## config.mk

```make
export PLATFORM = sky130hd
export DESIGN_NAME = time_display_scanner_flat
export DESIGN_NICKNAME = d
export VERILOG_FILES = /design/src/rtl/time_display_scanner_if.sv /design/src/rtl/time_display_scanner.sv /design/src/flat_wrapper.sv
export SDC_FILE = /design/constraint.sdc
export NUM_CORES = 1
export LEC_CHECK = 0
export CAP_MARGIN = 20
export CORE_UTILIZATION = 50
export DETAILED_ROUTE_END_ITERATION = 16
export GPL_ROUTABILITY_DRIVEN = 0
export PLACE_DENSITY_LB_ADDON = 0.05
export RECOVER_POWER = 50
export SYNTH_ARGS = -nofsm -noshare
export SYNTH_HDL_FRONTEND = slang
export SYNTH_SLANG_ARGS = --single-unit
```

## constraint.sdc

```tcl
create_clock -name clk -period 6 [get_ports clk]
set_clock_uncertainty 0.2 [all_clocks]
set_input_delay 1.8 -clock clk [delete_from_list [all_inputs] [get_ports clk]]
set_output_delay 1.8 -clock clk [all_outputs]
set_load 0.01 [all_outputs]
```

## src/rtl/time_display_scanner_if.sv

```systemverilog
// rtl/time_display_scanner_if.sv - time/set-mode inputs and multiplexed segment outputs
//
// Purpose: bundles the display-side signals between the HH:MM:SS timekeeper
//          (master) and the multiplexed 7-segment scanner (slave).
// Signals:
//   power_state  1 = display on, 0 = dark with scan held
//   set_mode     1 = time-setting mode, enables blinking of the edited field
//   set_select   edited field: 0 = minutes, 1 = hours
//   hours        binary hours 0..23
//   minutes      binary minutes 0..59
//   seconds      binary seconds 0..59
//   seg_out      segments {a,b,c,d,e,f,g,dp}, active-high
//   digit_sel    one-hot digit enable, bit7 = leftmost digit
interface time_display_scanner_if;
  logic       power_state;
  logic       set_mode;
  logic       set_select;
  logic [4:0] hours;
  logic [5:0] minutes;
  logic [5:0] seconds;
  logic [7:0] seg_out;
  logic [7:0] digit_sel;

  modport master (
    output power_state, set_mode, set_select, hours, minutes, seconds,
    input  seg_out, digit_sel
  );

  modport slave (
    input  power_state, set_mode, set_select, hours, minutes, seconds,
    output seg_out, digit_sel
  );
endinterface

```

## src/rtl/time_display_scanner.sv

```systemverilog
// rtl/time_display_scanner.sv - multiplexed 8-digit HH-MM-SS 7-segment scanner
//
// Purpose: scans "HH-MM-SS" onto a shared segment bus, one digit per SCAN_DIV
//          cycles. Time is snapshotted once per frame; the field being edited
//          blinks with a BLINK_DIV half-period while set_mode is high.
// Ports:
//   clk    system clock, rising edge
//   reset  asynchronous active-low reset
//   disp   slave side of time_display_scanner_if (time/mode in, seg/digit out)
module time_display_scanner #(
  parameter logic [31:0] SCAN_DIV  = 32'd100000,
  parameter logic [31:0] BLINK_DIV = 32'd25000000
) (
  input logic                  clk,
  input logic                  reset,
  time_display_scanner_if.slave disp
);

  localparam logic [3:0] CODE_DASH  = 4'd10;
  localparam logic [3:0] CODE_E     = 4'd11;
  localparam logic [3:0] CODE_BLANK = 4'd12;

  logic [31:0] scan_cnt_q, scan_cnt_d;
  logic [31:0] blink_cnt_q, blink_cnt_d;
  logic [2:0]  idx_q, idx_d;
  logic        blink_on_q, blink_on_d;
  logic [4:0]  snap_h_q, snap_h_d;
  logic [5:0]  snap_m_q, snap_m_d;
  logic [5:0]  snap_s_q, snap_s_d;
  logic [7:0]  seg_q, seg_d;
  logic [7:0]  dsel_q, dsel_d;

  logic [5:0]  fval;
  logic        fbad;
  logic        fblinkable;
  logic [5:0]  tens;
  logic [5:0]  units;
  logic [3:0]  code;

  function automatic logic [7:0] glyph(input logic [3:0] c);
    case (c)
      4'd0:    glyph = 8'hFC;
      4'd1:    glyph = 8'h60;
      4'd2:    glyph = 8'hDA;
      4'd3:    glyph = 8'hF2;
      4'd4:    glyph = 8'h66;
      4'd5:    glyph = 8'hB6;
      4'd6:    glyph = 8'hBE;
      4'd7:    glyph = 8'hE0;
      4'd8:    glyph = 8'hFE;
      4'd9:    glyph = 8'hF6;
      4'd10:   glyph = 8'h02;
      4'd11:   glyph = 8'h9E;
      default: glyph = 8'h00;
    endcase
  endfunction

  // Digit code for the digit currently addressed by idx_q.
  always_comb begin
    fval       = '0;
    fbad       = 1'b0;
    fblinkable = 1'b0;
    code       = CODE_BLANK;
    case (idx_q)
      3'd0, 3'd1: begin
        fval       = {1'b0, snap_h_q};
        fbad       = snap_h_q > 5'd23;
        fblinkable = disp.set_select;
      end
      3'd3, 3'd4: begin
        fval       = snap_m_q;
        fbad       = snap_m_q > 6'd59;
        fblinkable = !disp.set_select;
      end
      3'd6, 3'd7: begin
        fval = snap_s_q;
        fbad = snap_s_q > 6'd59;
      end
      default: ;
    endcase
    tens  = fval / 6'd10;
    units = fval % 6'd10;
    if (idx_q == 3'd2 || idx_q == 3'd5) begin
      code = CODE_DASH;
    end else if (disp.set_mode && !blink_on_q && fblinkable) begin
      // Gated by set_mode so dropping set_mode shows the field immediately.
      code = CODE_BLANK;
    end else if (fbad) begin
      code = CODE_E;
    end else if (idx_q == 3'd0 || idx_q == 3'd3 || idx_q == 3'd6) begin
      code = tens[3:0];
    end else begin
      code = units[3:0];
    end
  end

  always_comb begin
    scan_cnt_d  = scan_cnt_q;
    blink_cnt_d = blink_cnt_q;
    idx_d       = idx_q;
    blink_on_d  = blink_on_q;
    snap_h_d    = snap_h_q;
    snap_m_d    = snap_m_q;
    snap_s_d    = snap_s_q;
    seg_d       = 8'h00;
    dsel_d      = 8'h00;
    if (!disp.power_state) begin
      scan_cnt_d  = '0;
      idx_d       = '0;
      blink_cnt_d = '0;
      blink_on_d  = 1'b1;
    end else begin
      seg_d  = glyph(code);
      dsel_d = 8'h80 >> idx_q;
      if (scan_cnt_q == SCAN_DIV - 32'd1) begin
        scan_cnt_d = '0;
        idx_d      = idx_q + 3'd1;
        // Capture at the frame boundary so a frame never mixes two times.
        if (idx_q == 3'd7) begin
          snap_h_d = disp.hours;
          snap_m_d = disp.minutes;
          snap_s_d = disp.seconds;
        end
      end else begin
        scan_cnt_d = scan_cnt_q + 32'd1;
      end
      if (!disp.set_mode) begin
        blink_cnt_d = '0;
        blink_on_d  = 1'b1;
      end else if (blink_cnt_q == BLINK_DIV - 32'd1) begin
        blink_cnt_d = '0;
        blink_on_d  = !blink_on_q;
      end else begin
        blink_cnt_d = blink_cnt_q + 32'd1;
      end
    end
  end

  always_ff @(posedge clk or negedge reset) begin
    if (!reset) begin
      scan_cnt_q  <= '0;
      blink_cnt_q <= '0;
      idx_q       <= '0;
      blink_on_q  <= 1'b1;
      snap_h_q    <= '0;
      snap_m_q    <= '0;
      snap_s_q    <= '0;
      seg_q       <= 8'h00;
      dsel_q      <= 8'h00;
    end else begin
      scan_cnt_q  <= scan_cnt_d;
      blink_cnt_q <= blink_cnt_d;
      idx_q       <= idx_d;
      blink_on_q  <= blink_on_d;
      snap_h_q    <= snap_h_d;
      snap_m_q    <= snap_m_d;
      snap_s_q    <= snap_s_d;
      seg_q       <= seg_d;
      dsel_q      <= dsel_d;
    end
  end

  assign disp.seg_out   = seg_q;
  assign disp.digit_sel = dsel_q;

endmodule

```

## src/flat_wrapper.sv

```systemverilog
// flat-port wrapper written by rule: the top's interface ports become plain ports
module time_display_scanner_flat 
#(
  parameter logic [31:0] SCAN_DIV  = 32'd100000,
  parameter logic [31:0] BLINK_DIV = 32'd25000000
)
  (clk, reset, disp_power_state, disp_set_mode, disp_set_select, disp_hours, disp_minutes, disp_seconds, disp_seg_out, disp_digit_sel);
  time_display_scanner_if disp_i ();
  input logic clk;
  input logic reset;
  input wire logic [$bits(disp_i.power_state)-1:0] disp_power_state;
  input wire logic [$bits(disp_i.set_mode)-1:0] disp_set_mode;
  input wire logic [$bits(disp_i.set_select)-1:0] disp_set_select;
  input wire logic [$bits(disp_i.hours)-1:0] disp_hours;
  input wire logic [$bits(disp_i.minutes)-1:0] disp_minutes;
  input wire logic [$bits(disp_i.seconds)-1:0] disp_seconds;
  output wire logic [$bits(disp_i.seg_out)-1:0] disp_seg_out;
  output wire logic [$bits(disp_i.digit_sel)-1:0] disp_digit_sel;
  assign disp_i.power_state = disp_power_state;
  assign disp_i.set_mode = disp_set_mode;
  assign disp_i.set_select = disp_set_select;
  assign disp_i.hours = disp_hours;
  assign disp_i.minutes = disp_minutes;
  assign disp_i.seconds = disp_seconds;
  assign disp_seg_out = disp_i.seg_out;
  assign disp_digit_sel = disp_i.digit_sel;
  time_display_scanner #(.SCAN_DIV(SCAN_DIV), .BLINK_DIV(BLINK_DIV)) u_core (.clk(clk), .reset(reset), .disp(disp_i));
endmodule
```

Word-level counts from Yosys, hierarchy flattened
Memories as Yosys holds them, arrays and structs flattened.
Index checks and enable logic that the tools add are counted.
W data, S select, Z words.

word-level totals
  bits in registers = 101
  bits in latches = 0
  memory bits (writable) = 0
  memory bits (read-only) = 112
  input bits = 22
  output and inout port bits = 16
  word-level logic and storage cells = 61
  memories kept = 1

memory list
  memory            words  width  rd ports  clocked after memory_dff  wr ports  RTL line                    source
  (name not given)  16     7      1         0                         0         time_display_scanner.sv:41  case (c)

operators by class
  add/subtract/negate cells = 3
  multipliers = 0
  divide/modulo/power cells = 2
  $lt $le $gt $ge = 3
  eq/ne operators = 11
  shifts and indexed selects = 1
  muxes and demuxes = 19
  bitwise logic cells = 0
  reductions and logical operators = 12

operators with widths
  cell                     count
  $mux W32                 5
  $add A32 B1 Y32 const B  2
  $eq A32 B17 Y1 const B   1
  $eq A32 B25 Y1 const B   1
  $pmux W6 S3              1
  $mux W4                  4
  $mux W8                  2
  $eq A3 B3 Y1 const B     4
  $gt A6 B6 Y1 const B     2
  $shr A8 B3 Y8 const A    1
  $div A6 B4 Y6 const B    1
  $eq A3 B2 Y1 const B     2
  $mod A6 B4 Y6 const B    1
  $mux W3                  2
  $reduce_or A2 Y1         3
  $gt A5 B5 Y1 const B     1
  $add A3 B1 Y3 const B    1
  $eq A3 B1 Y1 const B     1
  $logic_not A3 Y1         1
  $logic_or A1 B1 Y1       3
  $mux W1                  3
  $ne A3 B2 Y1 const B     1
  $pmux W1 S3              1
  $reduce_and A3 Y1        1
  other kinds (4)          6

Logic depth before layout (Yosys ltp)
Gate-level depths: netlist of the first run.
An unclocked memory read counts as a cell.

  word-level depth = 10
  gate-level depth with buffers = 20
  depth with buffers taken out = 19

Worst setup path after synthesis of the first run
No wires, ideal clock.

  path kind = register to register
  start point = reg u_core.idx_q[1]
  end point = reg u_core.seg_q[3], in the netlist u_core.disp.seg_out[3]
  library setup time = 0.120 ns
  arrival = 4.311 ns
  data required time = 5.680 ns
  slack = 1.369 ns
  stages on the path, launching flop included = 18
  buffers on the path = 1
  period minus slack after synthesis = 4.631 ns
  cells stage by stage = dfrtp_1 > clkbuf_1 > inv_1 > ha_1 > mux2_4 > a221o_1 > nor3_1 > o21ai_0 > ha_1 > inv_1 > o311a_1 > a21oi_1 > mux2i_1 > a221oi_2 > o21ai_0 > ha_1 > or3_1 > a41o_1

on the way
  word-level cells in the longest chain between the ends = 10
  elaborated cells on any way between the ends = 26
  those cells by class = div: 2; eq/ne: 7; mux: 8; reduce/logical: 8; memory: 1

ends and longest elaborated chain
  item                                                   RTL line                                                source
  start: declaration                                     time_display_scanner.sv:25                              logic [2:0] idx_q, idx_d;
  start signal: assignment                               time_display_scanner.sv:153                             idx_q <= idx_d;
  $eq A3 B3 Y1, or another cell as far along             time_display_scanner.sv:64                              case (idx_q)
  $reduce_or A2 Y1                                       time_display_scanner.sv:64
  $pmux W6 S3                                            time_display_scanner.sv:64
  $mod A6 B4 Y6 / $div A6 B4 Y6 (equally long branches)  time_display_scanner.sv:82, time_display_scanner.sv:81
  $mux W4                                                time_display_scanner.sv:90                              end else if (idx_q == 3'd0 || idx_q == 3'd3 || idx_q == 3'd6) begin
  $mux W4                                                time_display_scanner.sv:88                              end else if (fbad) begin
  $mux W4                                                time_display_scanner.sv:85                              end else if (disp.set_mode && !blink_on_q && fblinkable) begin
  $mux W4 *                                              time_display_scanner.sv:83                              if (idx_q == 3'd2 || idx_q == 3'd5) begin
  $mem_v2 Z16 W7 *                                       -
  $mux W8 *                                              time_display_scanner.sv:107                             if (!disp.power_state) begin
  via u_core.seg_d[3]                                    time_display_scanner.sv:30                              logic [7:0] seg_q, seg_d;
  end signal: assignment                                 time_display_scanner.sv:158                             seg_q <= seg_d;
  end: declaration                                       time_display_scanner.sv:30

The timed path passes the listed nets; every way through them passes the cells marked *.
A chain may end at the register's enable or synchronous reset.

Worst setup path after layout of the first run
Ends and elaborated chain as after synthesis.

==> run_results.csv, run 1 <==
group,metric,value,unit
outcome,status,"finished, violations left",
outcome,violations,"max-capacitance violations, max-slew violations",
global_route,antenna_found_initial,0,
clock_tree,cts_buffers,9,
power_and_ir_drop,powerDensity,194,nW/um^2
critical_path,crit_fanout,13,
placed_design,post-place-ws,962,ps
layout,drive_gt1_frac,0.104,
critical_path,cp_top_family,"compound AO/OA/AOI/OAI gates",
power_and_ir_drop,p_total,1.20,mW
sta,timing.hold.ws,290,ps
global_route,grt_pass1_vias,3999,
die,core,10500,um^2
drt,dr.pass1.iters,5,
die,rows,37,
die,initial_core_util,0.523,
global_route,grt_max_degree,71,
sta,setup_viol,0,
sta,slew_violations,32,
power_and_ir_drop,irDropWorstVdd,0.155,mV
global_route,grt_pass1_wl,18700,um
clock_tree,post_cts_resized,0,
die,die_x,107,um
layout,fin_area,6170,um^2
die,die_area,11400,um^2
critical_path,crit_path_cell_trace,"inv_1 > ha_1 > mux2_4 > a221o_1 > nor3_1 > o21ai_0 > ha_1 > inv_1 > o311a_1 > a21oi_1 > mux2i_1 > a221oi_2 > o21ai_0 > ha_1 > or3_1 > a41o_1",
critical_path,cp-endpoint,"u_core.disp.seg_out[3]",
power_and_ir_drop,clkPwrFrac,0.388,
synthesis,synth_edf_count,0,
clock_tree,cts_root_buffer,"clkbuf_8",
critical_path,timing.rr.start,"u_core.idx_q[1]",
layout,antenna_cells,0,
critical_path,critPathRequiredTime,6070,ps
synthesis,yosysTopAreaCell,"dfrtp_1",
die,die_h,107,um
sta,finalHoldViolCount,0,
sta,maxSlewHeadroom,-0.0855,
critical_path,critPathMostFrequentCell,"ha_1",
layout,nets,619,
critical_path,worst_ep_arrival_time,5180,ps
clock_tree,clock-sinks,100,
synthesis,synth_flop_cell,"dfrtp_1",
drt,vias,4050,
drt,antenna_left,0,
layout,post-route-util,0.590,
sta,rsz0062_at_grt,"false",
synthesis,synthArstFlopShare,1.00,
sta,setup_ws,897,ps
clock_tree,clockBufferDepth,2,
drt,wl_per_cell,15.0,um
placed_design,dp_cells,705,
critical_path,crit_path_end_kind,"register",
clock_tree,clk_pin_slew,90,ps
sta,max_freq,196,MHz
placed_design,postPlaceCellArea,5950,um^2
sta,finalCritPeriodShare,0.850,
clock_tree,cts_hold_buf,0,
power_and_ir_drop,p_leak,2.72,nW
drt,first_iter_violations,383,
synthesis,syn_area,5470,um^2
critical_path,rrSetupSlack,900,ps
critical_path,ff2ff_path_depth,16,
critical_path,startpoint,"u_core.idx_q[1]",
synthesis,syn-mean-instance-area,10.0,um^2
power_and_ir_drop,sw_frac_of_total,0.217,
sta,period_minus_slack,5100,ps
synthesis,yosysSeqAreaShare,0.457,
drt,vias_per_cell,5.62,
flow_run,cap_violations,1,
critical_path,worst_setup_path_start_kind,"register",
drt,routed_wirelength,10800,um
sta,finalSetupTns,0,ps
synthesis,synth_cells,546,
global_route,grt_usage,0.209,
critical_path,cp_num_buf_inv,2,
power_and_ir_drop,seqPwrFrac,0.569,
synthesis,synth.top_cells.by_area,"dfrtp_1 (45%), xor2_1 (6.2%), nor2_1 (5.7%)",
synthesis,synth.ff_latch_count,100,
placed_design,io_buffer_count,36,
synthesis,synth_cell_type_count,67,
critical_path,worstSetupPathType,"register to register",
critical_path,worst_r2r_endpoint,"u_core.disp.seg_out[3]",
power_and_ir_drop,netSwitchingPower,259,uW
clock_tree,post_cts_buffers,0,
layout,area_growth,12.7,%
clock_tree,h-tree-depth,3,
synthesis,yosysTopAreaCellShare,0.453,
critical_path,slowest_stage,"dfrtp_1",
placed_design,hpwlAfterDp,7650,um
critical_path,slowest_delay,560,ps
layout,fin_cells,721,
synthesis,ys_warn_count,0,
power_and_ir_drop,power_frac_comb,0.042,
drt,route.detailed.drc,0,
sta,tightest_slew,1630,ps
clock_tree,clk_latency,380,ps
worst_hold_path,hp-class,"register to register",
global_route,grt-ovfl-total,0,
synthesis,synth_fp_nets,585,
layout,nFillCells,907,
die,ioPinCount,38,
power_and_ir_drop,intPower,937,uW
clock_tree,cts_tree,"yes",
critical_path,crit_cells,16,
==> worst register-to-register path, cell delays in order, from the launching register on <==
cell      delay [ps]
dfrtp_1          560
inv_1            120
ha_1             260
mux2_4           350
a221o_1          480
nor3_1           260
o21ai_0          170
ha_1             390
inv_1             80
o311a_1          390
a21oi_1          160
mux2i_1          110
a221oi_2         370
o21ai_0          230
ha_1             270
or3_1            360
a41o_1           240
==> cells by family after synthesis <==
kind of cell | after synthesis | synth area share
and+or+nand+nor | 250 | 0.233
DFF | 100 | 0.457
AOI/OAI and AO/OA | 59 | 0.0910
xor gates and xnor gates | 59 | 0.0944
buffers and inverters | 31 | 0.0254
muxes | 29 | 0.0592
adders and majority gates | 17 | 0.0389
other | 1 | 0.000685
==> cells in the mapped netlist, drive strengths merged (7+ instances only) <==
library cell  number
dfrtp             99
nor2              84
nand2             39
xor2              39
nand3             32
and3              23
mux2              21
xnor2             20
ha                17
clkbuf            13
inv               13
nand4             11
nor3              11
o21ai              9
a21oi              8
mux2i              8
nor4               7
or3                7
==> flip-flops by register name, summed over array words and instances (netlist names) <==
name                   cells
u_core.snap_h_q            5
u_core.scan_cnt_q         32
u_core.disp.seg_out        7
u_core.blink_cnt_q        32
u_core.snap_s_q            6
u_core.disp.digit_sel      8
u_core.idx_q               3
u_core.blink_on_q          1
u_core.snap_m_q            6
==> power groups by stage <==
stage / logic (mW) / clock network [mW] / registers [mW]
finish: 0.0507 / 0.464 / 0.681
global route: 0.0576 / 0.504 / 0.682
CTS: 0.0531 / 0.482 / 0.681
detailed placement: 0.0528 / 0 / 0.694
global placement: 0.0512 / 0 / 0.694
floorplan: 0.0137 / 0 / 0.695
==> area by class of cell <==
| type | count | area [um^2] | area share |
|---|---|---|---|
| multi-input combinational | 415 | 2830 | 0.459 |
| timing repair buffer | 40 | 392 | 0.0635 |
| inverter | 14 | 52.6 | 0.00852 |
| clock inverter | 3 | 42.5 | 0.00689 |
| clock buffer | 13 | 179 | 0.0290 |
| sequential | 100 | 2500 | 0.406 |
| tap | 136 | 170 | 0.0276 |
==> routing by layer <==
metal | vias to the layer above | GRT usage | wire, um
met2 | 94 | 0.324 | 4930
met3 | 16 | 0.0632 | 549
met5 | - | 0 | 0
met4 | 0 | 0.0568 | 124
met1 | 1959 | 0.286 | 5230
li1 | 1981 | - | -
==> layout by cell type (no fill, tap or decap), types with 3 or more instances in the layout <==
cell	synthesis	final
nor2b_1	3	3
mux2_2	19	19
clkbuf_8	0	13
o21ai_0	8	8
nor3_1	11	11
and4_1	5	5
a221o_1	3	3
nor4b_1	5	5
xor2_1	39	39
or3_1	7	7
a211oi_1	3	3
buf_4	2	3
nand2b_1	3	3
nand3_1	32	32
nand4_1	11	11
or2_2	4	4
a21o_1	3	3
xnor2_1	20	20
nor2_1	83	83
dfrtp_1	99	99
nand2_1	39	39
a21oi_1	8	8
clkdlybuf4s50_1	0	34
and2_1	6	4
and3_1	23	23
inv_1	13	13
a22oi_1	3	3
o211ai_1	5	5
nor4_1	6	6
mux2i_1	8	8
ha_1	17	17
==> worst min-delay path by stage <==
stage,from,to,slack [ps],cells past startpoint
after floorplan,u_core.blink_cnt_q[0],u_core.blink_cnt_q[0],250,1
after global placement,u_core.blink_cnt_q[0],u_core.blink_cnt_q[0],270,1
after detailed placement,u_core.blink_cnt_q[0],u_core.blink_cnt_q[0],280,1
after CTS,u_core.blink_cnt_q[0],u_core.blink_cnt_q[0],300,1
after global routing,u_core.blink_cnt_q[0],u_core.blink_cnt_q[0],320,1
final,u_core.blink_cnt_q[0],u_core.blink_cnt_q[0],290,1
(Power assumes the default switching activity.)
==> run 2: changes to the inputs <==
--- a/config.mk
+++ b/config.mk
@@ -11,6 +11,7 @@
 export GPL_ROUTABILITY_DRIVEN = 0
 export PLACE_DENSITY_LB_ADDON = 0.05
 export RECOVER_POWER = 50
+export SLEW_MARGIN = 10
 export SYNTH_ARGS = -nofsm -noshare
 export SYNTH_HDL_FRONTEND = slang
 export SYNTH_SLANG_ARGS = --single-unit
==> results of run 2 <==
The final DEF is identical to that of run 1; final timing and power are the same.
==> run 3: changes to the inputs <==
--- a/config.mk
+++ b/config.mk
@@ -6,6 +6,7 @@
 export NUM_CORES = 1
 export LEC_CHECK = 0
 export CAP_MARGIN = 20
+export CORE_MARGIN = 10
 export CORE_UTILIZATION = 50
 export DETAILED_ROUTE_END_ITERATION = 16
 export GPL_ROUTABILITY_DRIVEN = 0
==> constraint.sdc (replaced) <==
create_clock -name clk -period 6.6 [get_ports clk]
set_clock_uncertainty 0.2 [all_clocks]
set_input_delay 1.65 -clock clk [delete_from_list [all_inputs] [get_ports clk]]
set_output_delay 1.65 -clock clk [all_outputs]
set_load 0.01 [all_outputs]
==> run_results.csv, run 3 (synthesis gave the netlist of run 1 again) <==
group,metric,value,unit
outcome,status,"finished, violations left",
outcome,violations,"max-capacitance violations, max-slew violations",
critical_path,worst_setup_path_start_kind,"register",
global_route,grt_max_degree,69,
clock_tree,post_cts_buffers,0,
critical_path,worstSetupPathType,"register to register",
global_route,grt_pass1_vias,4005,
drt,antenna_left,0,
die,ioPinCount,38,
die,rows,38,
drt,wl_per_cell,15.2,um
critical_path,startpoint,"u_core.idx_q[1]",
placed_design,postPlaceCellArea,5960,um^2
clock_tree,cts_buffers,9,
layout,drive_gt1_frac,0.101,
placed_design,io_buffer_count,36,
layout,nets,619,
clock_tree,post_cts_resized,0,
drt,vias,4050,
clock_tree,cts_tree,"yes",
sta,finalHoldViolCount,0,
clock_tree,clk_latency,360,ps
critical_path,crit_path_end_kind,"register",
drt,vias_per_cell,5.59,
drt,routed_wirelength,11000,um
sta,setup_ws,1530,ps
sta,slew_violations,69,
layout,fin_area,6160,um^2
clock_tree,clockBufferDepth,2,
sta,tightest_slew,3590,ps
sta,finalSetupTns,0,ps
die,initial_core_util,0.507,
clock_tree,cts_hold_buf,0,
placed_design,post-place-ws,1600,ps
worst_hold_path,hp-class,"register to register",
power_and_ir_drop,irDropWorstVdd,0.125,mV
layout,final_common_cell,"dfrtp_1",
sta,max_freq,197,MHz
critical_path,timing.rr.start,"u_core.idx_q[1]",
global_route,grt-ovfl-total,0,
worst_hold_path,hold_start,"u_core.blink_cnt_q[0]",
clock_tree,h-tree-depth,3,
die,die_x,125,um
sta,period_minus_slack,5070,ps
die,core,10800,um^2
clock_tree,clock-sinks,100,
clock_tree,clk_pin_slew,90,ps
placed_design,hpwlAfterDp,8020,um
global_route,antenna_found_initial,0,
layout,mostFrequentLayoutCells,"dfrtp_1 (99), nor2_1 (83), nand2_1 (39), xor2_1 (39), clkdlybuf4s50_1 (34)",
critical_path,critPathRequiredTime,6640,ps
power_and_ir_drop,powerDensity,173,nW/um^2
clock_tree,cts_root_buffer,"clkbuf_8",
layout,antenna_cells,0,
drt,route.detailed.drc,0,
flow_run,cap_violations,1,
sta,rsz0062_at_grt,"false",
global_route,grt_pass1_wl,18900,um
layout,area_growth,12.5,%
critical_path,worst_ep_arrival_time,5120,ps
sta,setup_viol,0,
drt,first_iter_violations,347,
drt,dr.pass1.iters,4,
die,die_h,125,um
power_and_ir_drop,p_leak,2.70,nW
die,die_area,15500,um^2
critical_path,crit_fanout,13,
global_route,grt_usage,0.141,
sta,maxSlewHeadroom,-1.39,
sta,finalCritPeriodShare,0.769,
## run 3: cell count changes in the layout (fill, tap and decap cells not counted)
cell / previous run / this run
buf_4: 3 / 2
clkbuf_1: 1 / 3
clkbuf_2: 0 / 1
clkbuf_8: 13 / 11
clkinv_2: 1 / 0
clkinvlp_4: 1 / 2
## run 3: per-layer routing
metal  part of all wire  vias up  global-route usage
met3              0.057       17              0.0430
met5                  0        -                   0
met1               0.49     1948               0.188
met2               0.44       96               0.217
li1                   -     1989                   -
met4              0.012        0              0.0370
## run 3: per-stage QoR
stage          utilization  cells  hold WS, ps  total power [mW]
3_5_place_dp         0.552    709          279             0.679
4_1_cts              0.571    725          292              1.08
2_1_floorplan            -    546          248             0.645
6_report             0.570    725          296              1.06
3_3_place_gp         0.551    708          276             0.678
5_1_grt              0.570    725          317              1.11
## run 3: where the power goes
| part | switching (mW) | internal [mW] | leakage [nW] |
|---|---|---|---|
| combinational | 0.0269 | 0.0192 | 1.23 |
| clock | 0.202 | 0.196 | 0.0959 |
| sequential | 0.00248 | 0.616 | 1.37 |
## run 3: layout make-up
class | instances | area, um^2
fillers | 957 | 4640
multi-input cells | 415 | 2830
flip-flops and latches | 100 | 2500
repair buffers | 40 | 389
well taps | 140 | 175
clock buffers | 13 | 159
inverters | 14 | 52.6
clock inverters | 3 | 45.0
## run 3: final timing paths
kind | slack, ps | cells after the start | to
max in group asynchronous | 1630 | 2 | u_core.idx_q[0]
min in group asynchronous | 2300 | 1 | u_core.scan_cnt_q[21]
worst min register to register | 300 | 1 | u_core.blink_cnt_q[0]
worst min-delay path | 300 | 1 | u_core.blink_cnt_q[0]
worst max register to register | 1530 | 16 | u_core.disp.seg_out[3]
worst max-delay path | 1530 | 16 | u_core.disp.seg_out[3]
## run 3: worst max-delay path, cell delays in order (launching register included)
cell,delay [ps]
dfrtp_1,580
inv_1,120
ha_1,260
mux2_4,350
a221o_1,480
nor3_1,240
o21ai_0,150
ha_1,390
inv_1,70
o311a_1,390
a21oi_1,160
mux2i_1,110
a221oi_2,360
o21ai_0,230
ha_1,260
or3_1,360
a41o_1,250
